`src/rtl/neuron_mac.sv`:
```
// Sequential single-neuron MAC: streams N_INPUTS (activation, weight) pairs, adds a bias, then scales and clamps the result.
// Optional feature macro NEURON_MUL_PIPE_EN registers the product ahead of the accumulator.
module neuron_mac #(
    parameter int N_INPUTS = 784,
    parameter int IN_W     = 8,
    parameter int W_W      = 16,
    parameter int BIAS_W   = 16,
    parameter int ACC_W    = 32,
    parameter int SHIFT    = 8,
    parameter int OUT_W    = 8
) (
    input  logic              clk,
    input  logic              rst,
    input  logic              start,
    input  logic [BIAS_W-1:0] bias,
    input  logic              in_valid,
    output logic              in_ready,
    input  logic [IN_W-1:0]   in_data,
    input  logic [W_W-1:0]    in_weight,
    output logic              out_valid,
    input  logic              out_ready,
    output logic [OUT_W-1:0]  out_data,
    output logic              busy,
    output logic [1:0]        dbg_state_o
);

    // Handshakes: a transfer happens on a rising edge where valid and ready are both high;
    // ready may depend on state only, valid is never withdrawn by this block once raised.
    typedef enum logic [1:0] {S_IDLE, S_ACCUM, S_FINISH, S_DONE} state_t;

    localparam int PROD_W = IN_W + W_W + 1;
    localparam int MAX_AP = (ACC_W > PROD_W) ? ACC_W : PROD_W;
    localparam int WIDE_W = ((MAX_AP > BIAS_W) ? MAX_AP : BIAS_W) + 1;
    localparam int CNT_W  = $clog2(N_INPUTS + 1);

    localparam logic signed [WIDE_W-1:0] ACC_MAX_WIDE =
        {{(WIDE_W-ACC_W+1){1'b0}}, {(ACC_W-1){1'b1}}};
    localparam logic signed [WIDE_W-1:0] ACC_MIN_WIDE =
        {{(WIDE_W-ACC_W+1){1'b1}}, {(ACC_W-1){1'b0}}};

    state_t state_q, state_d;

    logic signed [ACC_W-1:0]  acc_q;
    logic signed [BIAS_W-1:0] bias_q;
    logic [CNT_W-1:0]         cnt_q;
    logic [OUT_W-1:0]         out_q, out_d;

    logic                     beat;
    logic                     last_beat;
    logic signed [PROD_W-1:0] data_ext, weight_ext, prod;
    logic                     add_en;
    logic signed [PROD_W-1:0] add_val;
    logic signed [ACC_W-1:0]  acc_next;
    logic signed [ACC_W-1:0]  biased;
    logic signed [ACC_W-1:0]  scaled;

    // Clamp a wide signed sum into the accumulator range instead of wrapping.
    function automatic logic signed [ACC_W-1:0] sat_acc(input logic signed [WIDE_W-1:0] x);
        if (x > ACC_MAX_WIDE)
            return {1'b0, {(ACC_W-1){1'b1}}};
        else if (x < ACC_MIN_WIDE)
            return {1'b1, {(ACC_W-1){1'b0}}};
        else
            return x[ACC_W-1:0];
    endfunction

    assign data_ext   = PROD_W'($signed({1'b0, in_data}));
    assign weight_ext = PROD_W'($signed(in_weight));
    assign prod       = data_ext * weight_ext;

    assign beat      = in_valid && in_ready;
    assign last_beat = (cnt_q == CNT_W'(N_INPUTS - 1));

`ifdef NEURON_MUL_PIPE_EN
    logic signed [PROD_W-1:0] prod_q;
    logic                     prod_vld_q;
    logic                     drain_q;

    assign in_ready = (state_q == S_ACCUM) && !drain_q;
    assign add_en   = prod_vld_q;
    assign add_val  = prod_q;

    always_ff @(posedge clk or posedge rst) begin
        if (rst) begin
            prod_q     <= '0;
            prod_vld_q <= 1'b0;
            drain_q    <= 1'b0;
        end else begin
            prod_vld_q <= beat;
            if (beat)
                prod_q <= prod;
            if (state_q == S_IDLE && start)
                drain_q <= 1'b0;
            else if (beat && last_beat)
                drain_q <= 1'b1;
            else if (state_q == S_ACCUM && drain_q)
                drain_q <= 1'b0;
        end
    end
`else
    assign in_ready = (state_q == S_ACCUM);
    assign add_en   = beat;
    assign add_val  = prod;
`endif

    assign acc_next = sat_acc(WIDE_W'(acc_q) + WIDE_W'(add_val));
    assign biased   = sat_acc(WIDE_W'(acc_q) + WIDE_W'(bias_q));
    assign scaled   = biased >>> SHIFT;

    always_comb begin
        out_d = '0;
        if (scaled[ACC_W-1])
            out_d = '0;
        else if ((scaled >>> OUT_W) != '0)
            out_d = '1;
        else
            out_d = scaled[OUT_W-1:0];
    end

    always_comb begin
        state_d = state_q;
        case (state_q)
            S_IDLE:   if (start) state_d = S_ACCUM;
`ifdef NEURON_MUL_PIPE_EN
            S_ACCUM:  if (drain_q) state_d = S_FINISH;
`else
            S_ACCUM:  if (beat && last_beat) state_d = S_FINISH;
`endif
            S_FINISH: state_d = S_DONE;
            S_DONE:   if (out_ready) state_d = S_IDLE;
            default:  state_d = S_IDLE;
        endcase
    end

    always_ff @(posedge clk or posedge rst) begin
        if (rst)
            state_q <= S_IDLE;
        else
            state_q <= state_d;
    end

    always_ff @(posedge clk or posedge rst) begin
        if (rst) begin
            acc_q  <= '0;
            bias_q <= '0;
            cnt_q  <= '0;
            out_q  <= '0;
        end else begin
            if (state_q == S_IDLE && start) begin
                bias_q <= $signed(bias);
                acc_q  <= '0;
                cnt_q  <= '0;
            end else begin
                if (add_en)
                    acc_q <= acc_next;
                if (beat)
                    cnt_q <= cnt_q + 1'b1;
            end
            if (state_q == S_FINISH)
                out_q <= out_d;
        end
    end

    assign out_valid   = (state_q == S_DONE);
    assign out_data    = out_q;
    assign busy        = (state_q != S_IDLE);
    assign dbg_state_o = state_q;

endmodule
```
`config.mk`:
```
export PLATFORM = sky130hd
export DESIGN_NAME = neuron_mac
export DESIGN_NICKNAME = d
export VERILOG_FILES = /design/src/rtl/neuron_mac.sv
export SDC_FILE = /design/constraint.sdc
export NUM_CORES = 1
export LEC_CHECK = 0
export CELL_PAD_IN_SITES_DETAIL_PLACEMENT = 1
export CELL_PAD_IN_SITES_GLOBAL_PLACEMENT = 2
export CORE_MARGIN = 8
export CORE_UTILIZATION = 35
export DETAILED_ROUTE_END_ITERATION = 8
export PLACE_DENSITY = 0.87
export SLEW_MARGIN = 5
export SYNTH_ARGS = -nofsm -noshare
export SYNTH_HDL_FRONTEND = slang
export SYNTH_SLANG_ARGS = --single-unit
```
`constraint.sdc`:
```
create_clock -name clk -period 3.5 [get_ports clk]
set_clock_uncertainty 0.15 [all_clocks]
set_input_delay 0.875 -clock clk [delete_from_list [all_inputs] [get_ports clk]]
set_output_delay 0.875 -clock clk [all_outputs]
set_load 0.005 [all_outputs]
```
# == Yosys cells after proc, flatten, opt, wreduce, memory -nomap -nowiden ==
# Index checks and enable logic that the tools add are counted.
# classes
addsub,3
reduce_logical,8
mul,1
muxes,14
n_eq_ne,7
magnitude_cmp,4
# op_table
cell,n
two-way mux 32 bit,6
> comparator 33 x 32 -> 1 bit (second input constant),2
less-than comparator 33 x 32 -> 1 bit (second input constant),2
adder 32 x 16 -> 33 bit,1
adder 32 x 25 -> 33 bit,1
nonzero test 32 bit,1
multiplier 9 x 16 -> 25 bit,1
two-way mux 10 bit,2
two-way mux 8 bit,2
adder 10 x 1 -> 10 bit (second input constant),1
== test 10 bit (second input constant),1
case mux 2 bit (4 select lines),1
two-way mux 2 bit,3
== test 2 bit (second input constant),2
!= test 2 x 1 -> 1 bit (second input constant),2
nonzero test 2 bit,2
logical AND 1 bit,3
AND reduction 3 bit,1
== test 2 x 1 -> 1 bit (second input constant),1
logical NOT 2 bit,1
!= test 2 bit (second input constant),1
# totals
register_bits,68
output_inout_bits,13

# == Longest topological paths before layout ==
# depth
depth_word,7
depth_mapped,24
mapped_depth_nobuf,22

# == Least setup slack after synthesis ==
# No wires, ideal clock.
# synth_path
kind,input to register
from,input port in_data[5]
to,register acc_q[13]
t_required_ns,3.263
path_buffers,2
t_arrival_ns,6.580
path_stages,20
setup_slack_ns,-3.317
setup_time_ns,0.087
cell_sequence,clkbuf_1 -> nand2_1 -> fa_1 -> inv_1 -> ha_1 -> fa_1 -> inv_1 -> fa_1 -> inv_1 -> fa_1 -> ha_1 -> and4_1 -> and2_1 -> a221o_1 -> a221oi_1 -> a21oi_1 -> nor3b_1 -> nand2_1 -> clkbuf_1 -> o211ai_1
# synth_between
elab_chain_len,7
word_cells_on_any_way,8
# synth_lines
element,line_no,source
from (decl),18,"input logic [IN_W-1:0] in_data,"
multiplier 9 x 16 -> 25 bit *,69,assign prod = data_ext * weight_ext;
adder 32 x 25 -> 33 bit *,106,assign acc_next = sat_acc(WIDE_W'(acc_q) + WIDE_W'(add_val));
less-than comparator 33 x 32 -> 1 bit,61,else if (x < ACC_MIN_WIDE)
two-way mux 32 bit,61,
two-way mux 32 bit *,59,if (x > ACC_MAX_WIDE)
two-way mux 32 bit *,154,if (add_en)
two-way mux 32 bit *,149,if (state_q == S_IDLE && start) begin
to (signal assigned),155,acc_q <= acc_next;
to (decl),43,logic signed [ACC_W-1:0] acc_q;
# Every way passes the cells marked *; elsewhere a longest branch is shown, timed or not. The select of a mux whose other input is x is not followed.
# A chain may end at the register's enable or synchronous reset.

# == Worst setup path in the final report ==
# layout_path
from,input port in_data[1]
to,register acc_q[24]
# The elaborated chain is that of the path after synthesis.

==> flow_summary_export.csv <==
group,metric,value,unit
drt,drc,0,
setup_path,crit_path_start_kind,"input port",
setup_path,critPathArrivalTime,6480,ps
clock_network,root_buffer,"clkbuf_16",
drt,wire_per_inst,19.8,µm
setup_path,crit_path_frequent_cell,"fa_2",
place,hpwlAfterDp,28900,µm
global_routing,grt_use_total,20.4,%
synthesis,ys_async_sr_fraction,100,%
setup_path,crit_family,"adder cells",
place,gp_congestion,0.895,
timing,min_period,6400,ps
timing,hold_violations,0,
status,status,"finished, violations left",
synthesis,syn-num-nets,1542,
timing,slew_viol_final,0,
synthesis,synthFlopType,"dfrtp_1",
synthesis,synthSimpleGateAreaFrac,17.0,%
timing,fmax,0.156,GHz
global_routing,grt_overflow_total,0,
synthesis,yosysWarningCount,0,
final_layout,syn2layout_area_growth,43.7,%
final_layout,nets,1891,
setup_path,setup.worst_path.start,"in_data[1]",
synthesis,synth_xor_area_share,3.63,%
drt,ant_nets,0,
final_layout,antenna_cells,0,
clock_network,clock_sinks,68,
clock_network,clk_path_buf_depth,2,
hold_path,min_from,"bias_q[12]",
setup_path,critPathBufInv,9,
synthesis,ys_seq_elements,68,
synthesis,syn_avg_cell_area,8.63,µm²
setup_path,cp.required,3570,ps
setup_path,r2r_start,"acc_q[15]",
floorplan,core_area,0.0306,mm²
setup_path,crit_chain,"buf_8, buf_6, and2_4, fa_2, fa_2, fa_2, inv_2, fa_2, buf_6, fa_1, inv_2, ha_4, buf_4, a21oi_1, o21ai_0, nor2_1, buf_4, inv_1, a2111o_1, a41oi_2, nand2b_4, buf_12, a22oi_2, nand2_1",
global_routing,grt_max_degree,37,
timing,post-route-period-util,183,%
floorplan,pin_count,58,
global_routing,grt_pass1_vias,11900,
hold_path,hold_path.class,"reg2reg",
synthesis,synth-compound-area-share,16.6,%
floorplan,die_height,192,µm
synthesis,synth-edff-count,0,
timing,finalWorstSetupSlack,-2900,ps
setup_path,cp_slowest_cell,"fa_2",
setup_path,crit_fanout,6,
setup_path,endpoint_kind,"register",
clock_network,cts_tree,"done",
status,violations,"negative setup slack",
final_layout,most-common-layout-cells,"buf_4 (286), inv_1 (196), nand2_1 (155)",
synthesis,synthesis.area,0.0109,mm²
clock_network,holdBufCountCts,0,
drt,wirelength,39900,µm
global_routing,grt_pass1_wl,60600,µm
clock_network,h-tree-depth,3,
synthesis,yosysUniqueCellTypes,74,
drt,dr.pass1.iters,5,
timing,slew_headroom,42.1,%
final_layout,layout_commonest_cell,"buf_4",
floorplan,num_rows,64,
floorplan,die-width,192,µm
synthesis,yosys.area_share.adder,36.5,%
timing,tightest_slew,867,ps
drt,drt_iter0_drc,442,
place,numPortBuffers,57,
job,cap_violations,0,
floorplan,initial_core_util,35.5,%
final_layout,final_cells,2010,
timing,setup_violations,40,
synthesis,synth-seq-area-share,15.7,%
synthesis,synth_mux_area_share,2.15,%
timing,rsz0062_at_grt,"true",
drt,routed_via_density,5.35,
clock_network,cts_buffers,9,
synthesis,syn_inst,1260,
floorplan,dieArea,0.0370,mm²
synthesis,synth_top_family_by_area,"adder cells",
clock_network,clkTransAtPathRegs,60,ps
global_routing,antenna_found_initial,0,
setup_path,max_stage_delay,600,ps
setup_path,worstSetupPathType,"in2reg",
drt,vias,10700,
final_layout,drive_gt1_share,33.1,%
clock_network,clk_latency,350,ps
place,dp_cells,1951,
routing by layer:
metal  share of wire [%]  track usage [%]  up-vias
met5                   0                0        -
met4                 3.2             5.96        0
met3                 2.6             2.23       98
met2                  54             38.4      215
met1                  40             23.9     5506
li1                    -                -     4926
cell usage after synthesis, types with 5 or more instances:
library cell  number  area share, %
a21oi_1           82            3.8
nand2_1          165            5.7
o21ai_0           38            1.7
o21bai_1          10           0.69
clkbuf_1          29            1.0
a21o_1            18            1.2
ha_1             103             12
inv_1            208            7.2
fa_1             134             25
nand3_1           18           0.83
nor2_1            40            1.4
a211oi_1          14           0.97
nand4_1           13           0.75
xor2_1            23            1.9
o211ai_1          19            1.3
a2111oi_0          6           0.48
xnor2_1           22            1.8
and3_1            13           0.75
a31o_2             5           0.40
and2_1            67            3.9
nor3_1            16           0.74
mux2_2            19            2.0
nand2b_1           9           0.52
nor2b_1            9           0.52
a22oi_1           18            1.2
dfrtp_1           68             16
o311ai_0           5           0.40
o21a_1            12           0.83
per-stage QoR:
step / worst slack (ps) / setup TNS, ps / utilization (%) / hold WS [ps] / cell area, µm²
floorplan: -2720 / -86850 / - / 324 / 11100
finish: -2900 / -92190 / 51.1 / 375 / 15600
CTS: -2900 / -91970 / 49.7 / 375 / 15200
global placement: -3570 / -115010 / 45.9 / 349 / 14100
global route: -3090 / -99240 / 51.1 / 397 / 15600
detailed placement: -3830 / -120760 / 45.9 / 353 / 14100
what timing repair did:
item | 4_1_cts | 5_1_grt
buffers inserted | 36 | 5
resized for setup | 171 | 93
cloned | 2 | 4
endpoints found under the setup margin | 40 | 40
pin swaps | 72 | 79
state kept, by name (all words and copies together) (netlist names):
name,count
bias_q,16
dbg_state_o,2
acc_q,32
out_data,8
cnt_q,10
final cells by class:
cell class,count,area [µm²]
tap,396,495
multi-input combinational,950,9200
sequential,68,1700
clock buffer,9,225
clock inverter,7,75.1
inverter,208,788
timing repair buffer,372,3130
fill,3555,15000
path summary, 6_finish.rpt:
kind                            cells after the start    endpoint  slack (ps)
worst min register to register                      1  bias_q[12]         380
min in group asynchronous                           2    cnt_q[1]         880
worst min-delay path                                1  bias_q[12]         380
worst max-delay path                               24   acc_q[24]       -2900
max in group asynchronous                           3   acc_q[20]        1640
worst max register to register                     15   acc_q[24]        -350
logic make-up (layout without fill, tap and decap cells):
kind of cell,after synthesis,count (layout)
DFF,68,68
and+or+nand+nor,377,377
AOI/OAI and AO/OA,270,270
buffers and inverters,242,596
xor gates and xnor gates,45,45
adders and majority gates,237,237
muxes,21,21
Power is not shown: default switching activity piles up to over one toggle a cycle in this logic, so the estimate is an artifact.
==> patch 1: new RTL, same settings <==
Put one more register stage on the output `dbg_state_o`. The value now appears one clock later. The other outputs are not delayed to match.
--- a/src/rtl/neuron_mac.sv
+++ b/src/rtl/neuron_mac.sv
@@ -164,6 +164,8 @@
     assign out_valid   = (state_q == S_DONE);
     assign out_data    = out_q;
     assign busy        = (state_q != S_IDLE);
-    assign dbg_state_o = state_q;
+    always_ff @(posedge clk) begin
+        dbg_state_o <= state_q;
+    end
 
 endmodule
Function: changed (a bounded check fails within 4 cycles, from zero or initial values and one cycle with rst high).
==> patch 1 against the unedited design <==
The run still ends with setup timing left; via count is 4.5% lower; area after synthesis increased by 3.9%; sequential cell count grew 2; global-route usage shrank 1.7 points; routed wire length fell by 9.9%; maximum frequency is 2.6% higher; largest cell class unchanged; critical path type unchanged; worst setup slack better by 0.17 ns; design area shrank 5.6%.
Power is left out: the tool's default activity adds up to more than one toggle a clock period on the data nets, which glitch-free logic cannot reach.
==> patch 1: results (changes against the unedited design) <==
* Multi-In Gates at 969 (was 950)
* # diodes at 2 (was 0)
* Wl on met1 at 14900 um (was 16000 um)
* Maximum clock path buffer count at 2 (unchanged)
* Slowest cell on crit path: fa_2 (unchanged)
* Post-synthesis net count at 1577 (was 1542)
* Final setup TNS at -86.31 ns (was -92.19 ns)
* Inverters at 200 (was 208)
* Slowest Stage Delay on Critical Path at 0.63 ns (was 0.60 ns)
* GR Util met2 at 0.347 (was 0.384)
* Final-report setup violation count at 32 (was 40)
* Detailed placement HPWL at 27500 um (was 28900 um)
* Metal2 WL at 19100 um (was 21600 um)
* CTS resizes at 100 (was 171)
* Final worst slack at -2.74 ns (was -2.90 ns)
* Failing checks: setup timing (unchanged)
* First-pass GRT wire length at 59000 um (was 60600 um)
* Multi-input combinational cell area at 9090 um^2 (was 9200 um^2)
* Filler cells at 3660 (was 3555)
* CP Data Arrival Time at 6.35 ns (was 6.48 ns)
* Register area share after synthesis at 0.154 (was 0.157)
* Clk tree area frac at 0.0234 (was 0.0192)
* Nets at 1795 (was 1891)
* Register share of the cell area at 0.118 (was 0.109)
* Worst-path clk slew at 0.06 ns (about the same)
* Status: complete, but fails checks (unchanged)
* Delay-heaviest family, CP: adder cells (unchanged)
* Via density at 5.34 (was 5.35)
* Post-CTS setup buffers at 16 (was 36)
* Cells after DPL at 1871 (was 1951)
* Worst-Margin Slew at 0.578 ns (was 0.867 ns)
* Synth top area share at 0.238 (was 0.247)
* Synthesis warning total at 0 (unchanged)
* CP Max Fanout at 21 (was 6)
* H-tree levels at 3 (unchanged)
* Vias at 10300 (was 10700)
* DR WL met3 at 951 um (was 1030 um)
* M3 GR Usage at 0.0251 (was 0.0223)
* Asr flop ratio synth at 0.971 (was 1.00)
* Largest net degree at the start of global routing at 69 (was 37)
* Initial drt markers at 490 (was 442)
* M1 GR Usage at 0.223 (was 0.239)
* Wire per inst at 18.7 um (was 19.8 um)
* Maxcap violations at 0 (unchanged)
* Mapped Cells at 1295 (was 1260)
* Pre-CTS setup slack at -3.63 ns (was -3.83 ns)
* Final non-clock buffer share at 0.156 (was 0.201)
* TritonRoute pass-1 iters at 4 (was 5)
* Clock net sink count at 70 (was 68)
* Layout cells sized above 1 at 0.252 (was 0.331)
* Non-clk bufs at 263 (was 372)
* Core Region at 31600 um^2 (was 30600 um^2)
* Count of different cell masters after synthesis at 83 (was 74)
* Vias in the first global route at 11500 (was 11900)
* Largest cells by area after synthesis: fa_1 (24%), dfrtp_1 (15%), ha_1 (11%) (was fa_1 (25%), dfrtp_1 (16%), ha_1 (12%))
* Synth-to-layout area growth at 30.5% (was 43.7%)
* Overall routing resource usage at 0.187 (was 0.204)
* Synth top cells by count: inv_1 (198), nand2_1 (173), fa_1 (134) (was inv_1 (208), nand2_1 (165), fa_1 (134))
* Placed instance area at 13800 um^2 (was 14100 um^2)
* Gpl congestion at 0.842 (was 0.895)
-- patch 1: final timing paths --
kind	start	end	slack (ns)	depth (start not counted)
max in group asynchronous	rst	cnt_q[2]$_DFFE_PP0P_	2.10	3
min in group asynchronous	rst	out_data[7]$_DFFE_PP0P_	0.78	3
max reg2reg	acc_q[5]$_DFFE_PP0P_	acc_q[5]$_DFFE_PP0P_	-0.10	13
min	state_q[0]$_DFFE_PP0P_	dbg_state_o[0]$_DFF_P_	0.31	0
min reg2reg	state_q[0]$_DFFE_PP0P_	dbg_state_o[0]$_DFF_P_	0.31	0
max	in_weight[15]	acc_q[2]$_DFFE_PP0P_	-2.74	20
-- patch 1: cell families (layout without fill, tap and decap cells) --
logic type / count (synthesis) / in the layout / share of synthesized area
mux: 3 / 3 / 0.00288
fa+ha+maj: 237 / 237 / 0.352
compound gates: 281 / 281 / 0.192
xor+xnor: 55 / 55 / 0.0427
simple gates: 393 / 393 / 0.166
buf+inv: 256 / 479 / 0.0912
other cells: 0 / 2 / 0
flops: 70 / 70 / 0.154
==> patch 2: new RTL, same flow settings <==
Without the edit above. The parameter `W_W` goes from 16 to 32.
--- a/src/rtl/neuron_mac.sv
+++ b/src/rtl/neuron_mac.sv
@@ -3,7 +3,7 @@
 module neuron_mac #(
     parameter int N_INPUTS = 784,
     parameter int IN_W     = 8,
-    parameter int W_W      = 16,
+    parameter int W_W      = 32,
     parameter int BIAS_W   = 16,
     parameter int ACC_W    = 32,
     parameter int SHIFT    = 8,
Ports: changed (resized in_weight); port bits go from 58 to 74. No check against the original RTL was run, so the function may have changed too.
==> patch 2 against the unedited design <==
First-iteration DRC count grew 44%; largest cell class unchanged; worst setup slack lost 0.49 ns; sequential share of layout area shrank 2.7 points; maximum frequency shrank 7.1%; routed wire length grew 36%; area after synthesis grew 40%; die area grew 36%; design area grew 33%; the run still ends with setup timing left; sequential cell count is the same; critical path type unchanged; highest routed layer unchanged.
Power is left out: the tool's default activity adds up to more than one toggle a clock period on the data nets, which glitch-free logic cannot reach.
==> patch 2: results (changes against the unedited design) <==
* Antenna Nets Post-Route at 0 (unchanged)
* Final worst slack at -3.40 ns (was -2.90 ns)
* Filler cells at 4993 (was 3555)
* HP Start: bias_q[7]$_DFFE_PP0P_ (was bias_q[12]$_DFFE_PP0P_)
* Largest cells by area after synthesis: fa_1 (31%), dfrtp_1 (11%), ha_1 (11%) (was fa_1 (25%), dfrtp_1 (16%), ha_1 (12%))
* Worst hold slack at 0.333 ns (was 0.375 ns)
* Largest net degree at the start of global routing at 38 (was 37)
* Synth top cells by count: inv_1 (306), fa_1 (238), nand2_1 (222) (was inv_1 (208), nand2_1 (165), fa_1 (134))
* Worst-path clk slew at 0.06 ns (about the same)
* Clk_lat worst skew at 0.34 ns
* CTS resizes at 216 (was 171)
* First-pass GRT wire length at 85300 um (was 60600 um)
* Most common flop cell mapped by yosys: dfrtp_1 (unchanged)
* Post-CTS setup buffers at 28 (was 36)
* Status: complete, but fails checks (unchanged)
* Hold Path End: bias_q[7]$_DFFE_PP0P_ (was bias_q[12]$_DFFE_PP0P_)
* Post-synthesis adder-cell area fraction at 0.419 (was 0.365)
* Slowest Stage Delay on Critical Path at 0.55 ns (was 0.60 ns)
* Root buf cell: clkbuf_16 (unchanged)
* Reg-to-reg endpoint: acc_q[9]$_DFFE_PP0P_ (was acc_q[24]$_DFFE_PP0P_)
* CP Data Arrival Time at 6.95 ns (was 6.48 ns)
* Synth Area in XOR/XNOR at 0.0357 (was 0.0363)
* Reg-to-reg startpoint: acc_q[18]$_DFFE_PP0P_ (was acc_q[15]$_DFFE_PP0P_)
* Mux cell area share after synthesis at 0.00214 (was 0.0215)
* WHS Path Cells at 2 (was 1)
* Final wirelength at 54100 um (was 39900 um)
* Count of different cell masters after synthesis at 80 (was 74)
* Layout cells sized above 1 at 0.280 (was 0.331)
* Slowest cell on crit path: fa_1 (was fa_2)
* Top Registers: acc_q x32, bias_q x16, cnt_q x10 (unchanged)
* Post-synthesis net count at 2192 (was 1542)
* FF-to-FF path depth at 16 (was 15)
* Setup crit start: in_data[3] (was in_data[1])
* Port-buffer cells at 73 (was 57)
* Vias in the first global route at 16000 (was 11900)
* Initial drt markers at 638 (was 442)
* CP Max Fanout at 12 (was 6)
* Via density at 5.16 (was 5.35)
* Overall routing resource usage at 0.210 (was 0.204)
* Nets at 2549 (was 1891)
* Gpl congestion at 0.915 (was 0.895)
* Worst-Margin Slew at 0.820 ns (was 0.867 ns)
* Failing checks: setup timing (unchanged)
* TritonRoute pass-1 iters at 5 (unchanged)
* Slack of the worst reg-to-reg path at -0.83 ns (was -0.35 ns)
* Register area share after synthesis at 0.112 (was 0.157)
* Synth area leader: fa_1 (unchanged)
* Detailed placement HPWL at 40800 um (was 28900 um)
* Final-report setup violation count at 40 (unchanged)
* # diodes at 0 (unchanged)
* Synth Area in Compound Gates at 0.141 (was 0.166)
-- patch 2: layout make-up --
class,count,area [um^2],area share
inverter,306,1150,0.0553
clock buffer,11,233,0.0112
multi-input combinational,1328,13100,0.631
sequential,68,1700,0.0817
clock inverter,5,52.6,0.00252
tap,585,732,0.0352
timing repair buffer,409,3820,0.184
-- patch 2: per-layer routing --
| metal | up-vias | part of all wire | global-route usage |
|---|---|---|---|
| met5 | - | 0 | 0 |
| met4 | 0 | 0.026 | 0.0574 |
| met3 | 102 | 0.025 | 0.0185 |
| met2 | 255 | 0.53 | 0.394 |
| met1 | 7256 | 0.41 | 0.254 |
| li1 | 6384 | - | - |
-- patch 2: through the flow --
stage               setup WS (ns)  setup TNS [ns]  instances  utilization  area [um^2]
CTS                         -3.30         -103.86       2699        0.475        20400
floorplan                   -2.93          -92.15       1765            -        15800
global route                -3.55         -114.30       2712        0.484        20800
finish                      -3.40         -107.64       2712        0.484        20800
detailed placement          -4.30         -138.61       2645        0.445        19100
global placement            -4.14         -132.38       2645        0.445        19100
